File: config.mk
export PLATFORM = sky130hd
export DESIGN_NAME = alu_multicycle_exec
export DESIGN_NICKNAME = d
export VERILOG_FILES = /design/src/rtl/alu_pkg.sv /design/src/rtl/alu_comb_core.sv /design/src/rtl/alu_multicycle_exec.sv
export SDC_FILE = /design/constraint.sdc
export NUM_CORES = 1
export LEC_CHECK = 0
export ABC_AREA = 1
export CAP_MARGIN = 5
export CORE_ASPECT_RATIO = 0.8
export CORE_MARGIN = 4
export CORE_UTILIZATION = 60
export DETAILED_ROUTE_END_ITERATION = 10
export GPL_TIMING_DRIVEN = 0
export PLACE_DENSITY = 0.89
export SLEW_MARGIN = 20
export SYNTH_ARGS = -nofsm -noshare
export SYNTH_HDL_FRONTEND = slang
export SYNTH_HIERARCHICAL = 1
export SYNTH_SLANG_ARGS = --single-unit
File: constraint.sdc
create_clock -name clk -period 5.93 [get_ports clk]
set_input_delay 1.186 -clock clk [delete_from_list [all_inputs] [get_ports clk]]
set_output_delay 1.186 -clock clk [all_outputs]
set_load 0.005 [all_outputs]
File: src/rtl/alu_pkg.sv
`default_nettype none
// ============================================================================
//  Module   : alu_pkg
//  Purpose  : Shared op-code constants, state encoding and width defaults for
//             the ALU control decoder and the multi-cycle execution unit.
//  Revision : 1.0 - initial release
// ============================================================================
package alu_pkg;

    localparam int ALU_DATA_WIDTH  = 32;
    localparam int ALU_SHAMT_WIDTH = 5;

    localparam logic [3:0] ALU_ADD = 4'b0000;
    localparam logic [3:0] ALU_SUB = 4'b0001;
    localparam logic [3:0] ALU_LUI = 4'b0010;
    localparam logic [3:0] ALU_OR  = 4'b0011;
    localparam logic [3:0] ALU_SLL = 4'b0100;

    typedef enum logic [0:0] {
        ST_IDLE  = 1'b0,
        ST_SHIFT = 1'b1
    } alu_state_e;

endpackage : alu_pkg
`default_nettype wire

File: src/rtl/alu_comb_core.sv
`default_nettype none
// ============================================================================
//  Module   : alu_comb_core
//  Purpose  : Purely combinational ADD/SUB/LUI/OR datapath. With the
//             ALU_BARREL_SHIFT_EN macro defined, SLL is a full barrel shift.
//  Revision : 1.0 - initial release
// ============================================================================
module alu_comb_core
    import alu_pkg::*;
#(
    parameter int DATA_WIDTH  = ALU_DATA_WIDTH,
    parameter int SHAMT_WIDTH = ALU_SHAMT_WIDTH
) (
    input  logic [3:0]            i_op,
    input  logic [DATA_WIDTH-1:0] i_a,
    input  logic [DATA_WIDTH-1:0] i_b,
    output logic [DATA_WIDTH-1:0] o_result
);

    logic [SHAMT_WIDTH-1:0] w_shamt;

    assign w_shamt = i_b[SHAMT_WIDTH-1:0];

    always_comb begin
        o_result = '0;
        case (i_op)
            ALU_ADD: o_result = i_a + i_b;
            ALU_SUB: o_result = i_a + ~i_b + DATA_WIDTH'(1);
            ALU_LUI: o_result = i_b;
            ALU_OR:  o_result = i_a | i_b;
`ifdef ALU_BARREL_SHIFT_EN
            ALU_SLL: o_result = i_a << w_shamt;
`else
            // Only the shamt==0 case reaches this path; longer shifts iterate.
            ALU_SLL: o_result = i_a;
`endif
            default: o_result = '0;
        endcase
    end

`ifndef ALU_BARREL_SHIFT_EN
    logic w_unused_shamt;
    assign w_unused_shamt = ^w_shamt;
`endif

endmodule : alu_comb_core
`default_nettype wire

File: src/rtl/alu_multicycle_exec.sv
`default_nettype none
// ============================================================================
//  Module   : alu_multicycle_exec
//  Purpose  : Start/ready/done execution unit; single-cycle ALU ops plus an
//             iterative one-bit-per-cycle SLL. Defining ALU_BARREL_SHIFT_EN
//             makes SLL single-cycle and removes the SHIFT state and counter.
//  Revision : 1.0 - initial release
// ============================================================================
module alu_multicycle_exec
    import alu_pkg::*;
#(
    parameter int DATA_WIDTH  = ALU_DATA_WIDTH,
    parameter int SHAMT_WIDTH = ALU_SHAMT_WIDTH
) (
    input  logic                  clk,
    input  logic                  reset,
    input  logic                  start_i,
    input  logic [3:0]            ALU_Operation_i,
    input  logic [DATA_WIDTH-1:0] A_i,
    input  logic [DATA_WIDTH-1:0] B_i,
    output logic                  ready_o,
    output logic                  done_o,
    output logic [DATA_WIDTH-1:0] result_o,
    output logic                  zero_o
);

    logic [DATA_WIDTH-1:0] w_core_result;
    logic                  w_accept;

    logic [DATA_WIDTH-1:0] r_result_q, r_result_d;
    logic                  r_zero_q,   r_zero_d;
    logic                  r_done_q,   r_done_d;

    alu_comb_core #(
        .DATA_WIDTH  (DATA_WIDTH),
        .SHAMT_WIDTH (SHAMT_WIDTH)
    ) u_core (
        .i_op     (ALU_Operation_i),
        .i_a      (A_i),
        .i_b      (B_i),
        .o_result (w_core_result)
    );

    assign w_accept = start_i && ready_o;

`ifdef ALU_BARREL_SHIFT_EN

    assign ready_o = 1'b1;

    always_comb begin
        r_result_d = r_result_q;
        r_zero_d   = r_zero_q;
        r_done_d   = 1'b0;
        if (w_accept) begin
            r_result_d = w_core_result;
            r_zero_d   = (w_core_result == '0);
            r_done_d   = 1'b1;
        end
    end

    always_ff @(posedge clk) begin
        if (reset) begin
            r_result_q <= '0;
            r_zero_q   <= 1'b1;
            r_done_q   <= 1'b0;
        end else begin
            r_result_q <= r_result_d;
            r_zero_q   <= r_zero_d;
            r_done_q   <= r_done_d;
        end
    end

`else

    alu_state_e             r_state_q, r_state_d;
    logic [DATA_WIDTH-1:0]  r_acc_q,   r_acc_d;
    logic [SHAMT_WIDTH-1:0] r_cnt_q,   r_cnt_d;
    logic [SHAMT_WIDTH-1:0] w_shamt;
    logic                   w_iter_sll;
    logic [DATA_WIDTH-1:0]  w_acc_shl;

    assign w_shamt    = B_i[SHAMT_WIDTH-1:0];
    assign w_iter_sll = (ALU_Operation_i == ALU_SLL) && (w_shamt != '0);
    assign w_acc_shl  = r_acc_q << 1;
    assign ready_o    = (r_state_q == ST_IDLE);

    always_comb begin
        r_state_d  = r_state_q;
        r_acc_d    = r_acc_q;
        r_cnt_d    = r_cnt_q;
        r_result_d = r_result_q;
        r_zero_d   = r_zero_q;
        r_done_d   = 1'b0;
        case (r_state_q)
            ST_IDLE: begin
                if (w_accept) begin
                    if (w_iter_sll) begin
                        r_acc_d   = A_i;
                        r_cnt_d   = w_shamt;
                        r_state_d = ST_SHIFT;
                    end else begin
                        r_result_d = w_core_result;
                        r_zero_d   = (w_core_result == '0);
                        r_done_d   = 1'b1;
                    end
                end
            end
            ST_SHIFT: begin
                r_acc_d = w_acc_shl;
                r_cnt_d = r_cnt_q - SHAMT_WIDTH'(1);
                // Last shift writes the result directly so done lands n edges after accept.
                if (r_cnt_q == SHAMT_WIDTH'(1)) begin
                    r_result_d = w_acc_shl;
                    r_zero_d   = (w_acc_shl == '0);
                    r_done_d   = 1'b1;
                    r_state_d  = ST_IDLE;
                end
            end
            default: r_state_d = ST_IDLE;
        endcase
    end

    always_ff @(posedge clk) begin
        if (reset) begin
            r_state_q  <= ST_IDLE;
            r_acc_q    <= '0;
            r_cnt_q    <= '0;
            r_result_q <= '0;
            r_zero_q   <= 1'b1;
            r_done_q   <= 1'b0;
        end else begin
            r_state_q  <= r_state_d;
            r_acc_q    <= r_acc_d;
            r_cnt_q    <= r_cnt_d;
            r_result_q <= r_result_d;
            r_zero_q   <= r_zero_d;
            r_done_q   <= r_done_d;
        end
    end

`endif

    assign done_o   = r_done_q;
    assign result_o = r_result_q;
    assign zero_o   = r_zero_q;

endmodule : alu_multicycle_exec
`default_nettype wire

== Yosys cells after proc, flatten, opt, wreduce, memory -nomap -nowiden ==
Index checks and enable logic that the tools add are counted.
Word-level totals
  bits of input ports: 71
  ROM bits: 0
  bits in latches: 0
  memories kept: 0
  flip-flop bits (word level): 71
  output and inout bits: 35
  bits in writable memories: 0
Cells by class
  muxes and demuxes: 23
  order comparisons: 0
  shift operators: 0
  div/mod/pow operators: 0
  multiply operators: 0
  add/sub/neg operators: 4
  equality and inequality tests: 9
  bitwise operators: 3
  reduce and logical (&&, ||, !) cells: 8
Operators with widths (count)
  one-hot mux 32 bit (5 select lines): 1
  2-to-1 mux 32 bit: 3
  adder 32 bit: 2
  zero test 32 bit: 2
  one-hot mux 32 bit (2 select lines): 1
  2-to-1 mux 31 bit: 2
  one-hot mux 31 bit (2 select lines): 1
  adder 32 x 1 -> 32 bit (second input constant): 1
  NOT 32 bit: 1
  bitwise OR 32 bit: 1
  2-to-1 mux 5 bit: 2
  one-hot mux 5 bit (2 select lines): 1
  2-to-1 mux 1 bit: 9
  == test 4 x 2 -> 1 bit (second input constant): 2
  != test 2 x 1 -> 1 bit (second input constant): 3
  one-hot mux 1 bit (2 select lines): 3
  == test 5 x 1 -> 1 bit (second input constant): 1
  nonzero test 5 bit: 1
  subtractor 5 x 1 -> 5 bit (second input constant): 1
  == test 4 x 1 -> 1 bit (second input constant): 1
  == test 4 x 3 -> 1 bit (second input constant): 1
  zero test 4 bit: 1
  AND reduction 3 bit: 1
  logical AND 1 bit: 2
  3 further kinds: 3

== Depth between registers and ports, before layout ==
  depth after elaboration: 8
  depth in mapped cells: 24
  depth with buffers taken out: 23

== By module ==
Netlist, hierarchy kept.
Modules (own cells, without submodules)
  alu_comb_core: times used 1, area each 6491.2 um^2, cells an instance 1273
  alu_multicycle_exec: times used 1, area each 3642.2 um^2, cells an instance 569

== Worst setup path after synthesis ==
OpenSTA, ideal clock, no wires.
  kind: input-to-reg
  from: input port A_i[0]
  to: register r_zero_q (netlist: zero_o)
  slack: 2865 ps
  buffers on the path: 0
  arrival: 3007 ps
  stages on the path: 22
  cells stage by stage: ha_1 > inv_1 > fa_1 > inv_1 > nand3_1 > nand3_1 > nand2_1 > nand2_1 > nand2_1 > nand3_1 > nand2_1 > nand3_1 > nand3_1 > inv_1 > nand2_1 > nor2_1 > nand2_1 > nor2_1 > nand3_1 > nand2_1 > nand2_1 > nand2_1
Between the ends
  cells in the longest elaborated chain, start to end: 7
  elaborated cells between the ends (all ways): 9
  classes of those cells: add/sub: 3; mux: 4; bitwise: 1; reduce/logical: 1
Ends and longest elaborated chain
  start, declared: RTL line alu_multicycle_exec.sv:19  | input logic [DATA_WIDTH-1:0] A_i,
  adder 32 bit: RTL line alu_comb_core.sv:28  | ALU_SUB: o_result = i_a + ~i_b + DATA_WIDTH'(1);
  adder 32 x 1 -> 32 bit: RTL line alu_comb_core.sv:28
  one-hot mux 32 bit (5 select lines) *: RTL line alu_comb_core.sv:26  | case (i_op)
  named net w_core_result[24]: RTL line alu_multicycle_exec.sv:27  | logic [DATA_WIDTH-1:0] w_core_result;
  zero test 32 bit *: RTL line alu_multicycle_exec.sv:103  | r_zero_d = (w_core_result == '0);
  2-to-1 mux 1 bit *: RTL line alu_multicycle_exec.sv:97  | if (w_iter_sll) begin
  2-to-1 mux 1 bit *: RTL line alu_multicycle_exec.sv:96  | if (w_accept) begin
  one-hot mux 1 bit (2 select lines) *: RTL line alu_multicycle_exec.sv:94  | case (r_state_q)
  end signal, assigned: RTL line alu_multicycle_exec.sv:136  | r_zero_q <= r_zero_d;
  end, declared: RTL line alu_multicycle_exec.sv:31  | logic r_zero_q, r_zero_d;
Mark *: on every way through the listed nets, which the timed path passes. The rest lies on a longest branch. The select of a mux whose other input is x is not followed.
A chain may end at the register's enable or synchronous reset.

== Worst setup path after layout ==
  from: input port B_i[4]
  to: register r_zero_q (netlist: zero_o)
Between the ends
  cells in the longest elaborated chain, start to end: 8
  elaborated cells between the ends (all ways): 14
  classes of those cells: add/sub: 3; eq/ne: 1; mux: 4; bitwise: 2; reduce/logical: 4
Ends and longest elaborated chain
  start, declared: RTL line alu_multicycle_exec.sv:20  | input logic [DATA_WIDTH-1:0] B_i,
  NOT 32 bit: RTL line alu_comb_core.sv:28
  adder 32 bit: RTL line alu_comb_core.sv:28
  adder 32 x 1 -> 32 bit: RTL line alu_comb_core.sv:28
  one-hot mux 32 bit (5 select lines) *: RTL line alu_comb_core.sv:26
  named net w_core_result[10]: RTL line alu_multicycle_exec.sv:27
  zero test 32 bit *: RTL line alu_multicycle_exec.sv:103
  2-to-1 mux 1 bit *: RTL line alu_multicycle_exec.sv:97
  2-to-1 mux 1 bit *: RTL line alu_multicycle_exec.sv:96
  one-hot mux 1 bit (2 select lines) *: RTL line alu_multicycle_exec.sv:94
Marked as above.

==> reports/summary.txt <==
Status - finished, final reports clean
All-Layer GR Usage - 39.2%
Worst-Margin Slew - 722 ps
GRT Residual Overflow - 0
Number of global-route vias before repair - 11300
Top Family by Delay on Critical Path - simple AND/OR/NAND/NOR gates
Rows - 42
Antenna diodes - 0
Final ANT Viol Nets - 0
Initial Utilization - 61.2%
WP data required - 6210 ps
Worst-Skew Late Latency - 340 ps
First-pass GRT wire length - 60100 um
CTS tree - done
Slew HR - 51.9%
Drt total wl - 39500 um
Area fraction of the dominant cell type after synthesis - 19.0%
Clk_skew - 6.96 ps
Final hold slack - 503 ps
Die Wd - 153 um
Synthesized flop and latch total - 71
Largest net degree at the start of global routing - 13
Post-CTS resize count - 0
Crit path max fanout - 7
Detailed Routing Iterations Pass 1 - 6
RSZ-0062 raised after global routing - false
Cell mode on critical path - nand2_1
Maximum vdd drop - 0.000152 V
Clk buf depth - 2
FFs w/ async S/R, synth - 0%
Max Cap Viol - 0
Vias per cell - 5.81
Pins Over Slew Limit - 0
H-tree depth - 3
Num ports - 106
Cells after Synth - 1842
Layout cells sized above 1 - 6.17%
Initial drt markers - 1745
Most area-consuming cells after synthesis - nand2_1 19%, dfxtp_1 14%, inv_1 13%
Post-CTS Setup Bufs - 0
HP Class - reg -> reg
Via Count - 12700
Leakage Power - 6.36 nW
Die ar. - 19000 sq um
Critical path class - in -> reg
Register area share after synthesis - 14.0%
Clock tree sinks - 71
Synth Warn # - 6
Clk root buf - clkbuf_16
Power Density - 165 nW/um^2
Synth Cell Area - 10100 sq um
Synth cell types - 43
Setup crit start kind - primary input
DP HPWL - 31700 um
Mapped Nets - 2017
Clock Pin Slew Worst Setup and Hold Paths - 60 ps
CP max-delay cell - clkdlybuf4s50_1
Die Y - 124 um
Main synth FF type - dfxtp_1
Layout Nets - 2133
Setup Viol. Count Final - 0
Post-DR wirelength/cell - 18.1 um
Critical path data arrival time - 4700 ps
Crit-path max cell delay - 630 ps
CP Cell Sequence - clkdlybuf4s50_1 -> inv_1 -> ha_1 -> buf_6 -> nor2_1 -> nand3_1 -> nand3_2 -> nand2_1 -> nand2_1 -> xor2_1 -> o211ai_1 -> inv_1 -> nand2_1 -> nor2_1 -> nand2_1 -> nor2_1 -> nand3_1 -> nand2_1 -> nand2_1 -> nand2_1
Fin Setup TNS - 0 ps
Final Cycle Share - 74.5%
CTS Hold Buffers Added - 0
Final min period - 4420 ps
Post-route DRC - 0
Core area - 16600 sq um
IO buf count - 105
Routability cong. - 1.07
Post-synth EDFFs - 0
P&R area growth vs syn - 16.2%
Worst setup EP type - flip-flop
Max Fclk - 226 MHz
Mean post-synth cell area - 5.50 sq um
Initial antenna violation count - 0
Crit path buffers/inverters - 4
Post-route core utilization - 71.1%
Area leader, netlist - nand2_1
CTS Buf Count - 9
Fin. Hold Viols - 0
[worst min-delay path: cells and delay by family, from the launching register on]
kind | cells | cell delay (ps)
flip-flops | 1 | 330
AO/OA/AOI/OAI | 1 | 70
AND/OR/NAND/NOR | 1 | 70
[path summary, 6_finish.rpt]
path | slack, ps | end | from | cells past startpoint
max | 1510 | zero_o | B_i[4] | 20
min | 500 | result_o[14] | result_o[14] | 2
min reg2reg | 500 | result_o[14] | result_o[14] | 2
max reg2reg | 4010 | result_o[15] | r_state_q | 5
[logic make-up (layout without fill, tap and decap cells)]
group / Yosys count / after routing / share of synthesized area (%)
AOI/OAI and AO/OA: 243 / 243 / 13.6
DFF: 71 / 71 / 14.0
adders and majority gates: 104 / 104 / 13.0
and+or+nand+nor: 992 / 992 / 41.4
xor gates and xnor gates: 6 / 6 / 0.519
buffers and inverters: 426 / 546 / 17.5
[metrics by stage]
stage | cells | total power (W) | setup WS [ps] | cell area (sq um)
floorplan | 1842 | 0.00104 | 2870 | 10100
global placement | 2167 | 0.00132 | 1430 | 11500
detailed placement | 2167 | 0.00133 | 1410 | 11500
CTS | 2182 | 0.00190 | 1720 | 11800
global route | 2182 | 0.00203 | 1430 | 11800
finish | 2182 | 0.00194 | 1510 | 11800
[per-layer routing]
| metal | vias up | global-route usage [%] | routed length [um] |
|---|---|---|---|
| met2 | 920 | 57.5 | 16100 |
| met4 | 2 | 15.0 | 1660 |
| met1 | 5653 | 55.8 | 16200 |
| li1 | 5969 | - | - |
| met3 | 134 | 8.52 | 5500 |
| met5 | - | 1.85 | 51 |
[area by class of cell]
cell class                      instances  area, sq um
Fill cell                            1493         4780
Clock buffer                            9          225
Buffer                                 68          424
Clock inverter                          6         86.3
Tap cell                              220          275
Sequential cell                        71         1420
Multi-Input combinational cell       1345         6940
Inverter                              358         1350
Timing Repair Buffer                  105         1050
[state kept, by name (all words and copies together) (netlist names)]
register   count
done_o         1
r_acc_q       31
r_cnt_q        5
r_state_q      1
result_o      32
zero_o         1
[cells in the mapped netlist, types with 6 or more instances]
library cell,count
nor2_1,221
o22ai_1,7
o21bai_1,8
xor2_1,6
ha_1,102
inv_1,349
buf_2,23
buf_6,9
buf_4,19
a21oi_1,86
nor3_1,12
nand2_2,12
o21ai_0,90
nand2_1,512
nand3_1,173
nor2_2,21
nand4_1,22
a221oi_1,24
inv_2,8
clkbuf_1,16
o21ai_1,14
dfxtp_1,71
[cells in the final DEF (no fill, tap or decap), types with 4 or more instances in the layout]
master	instances
o211ai_1	4
nand2_1	512
buf_4	19
nand2_2	12
buf_2	23
inv_2	8
clkdlybuf4s50_1	105
clkbuf_16	9
o21bai_1	8
o22ai_1	7
buf_6	9
o21ai_0	90
nor3_1	12
nand4_1	22
ha_1	102
o21ai_1	14
nor2_2	21
a221oi_1	24
nand3_1	173
clkbuf_1	16
xor2_1	6
nor2_1	221
inv_1	349
dfxtp_1	71
a21oi_1	86
[power by group]
part | switching, W | internal, W
Combinational | 0.000552 | 0.000291
Sequential | 0.0000151 | 0.000502
Clock | 0.000212 | 0.000365
Total | 0.000779 | 0.00116
Power figures use the tool's default switching activity.
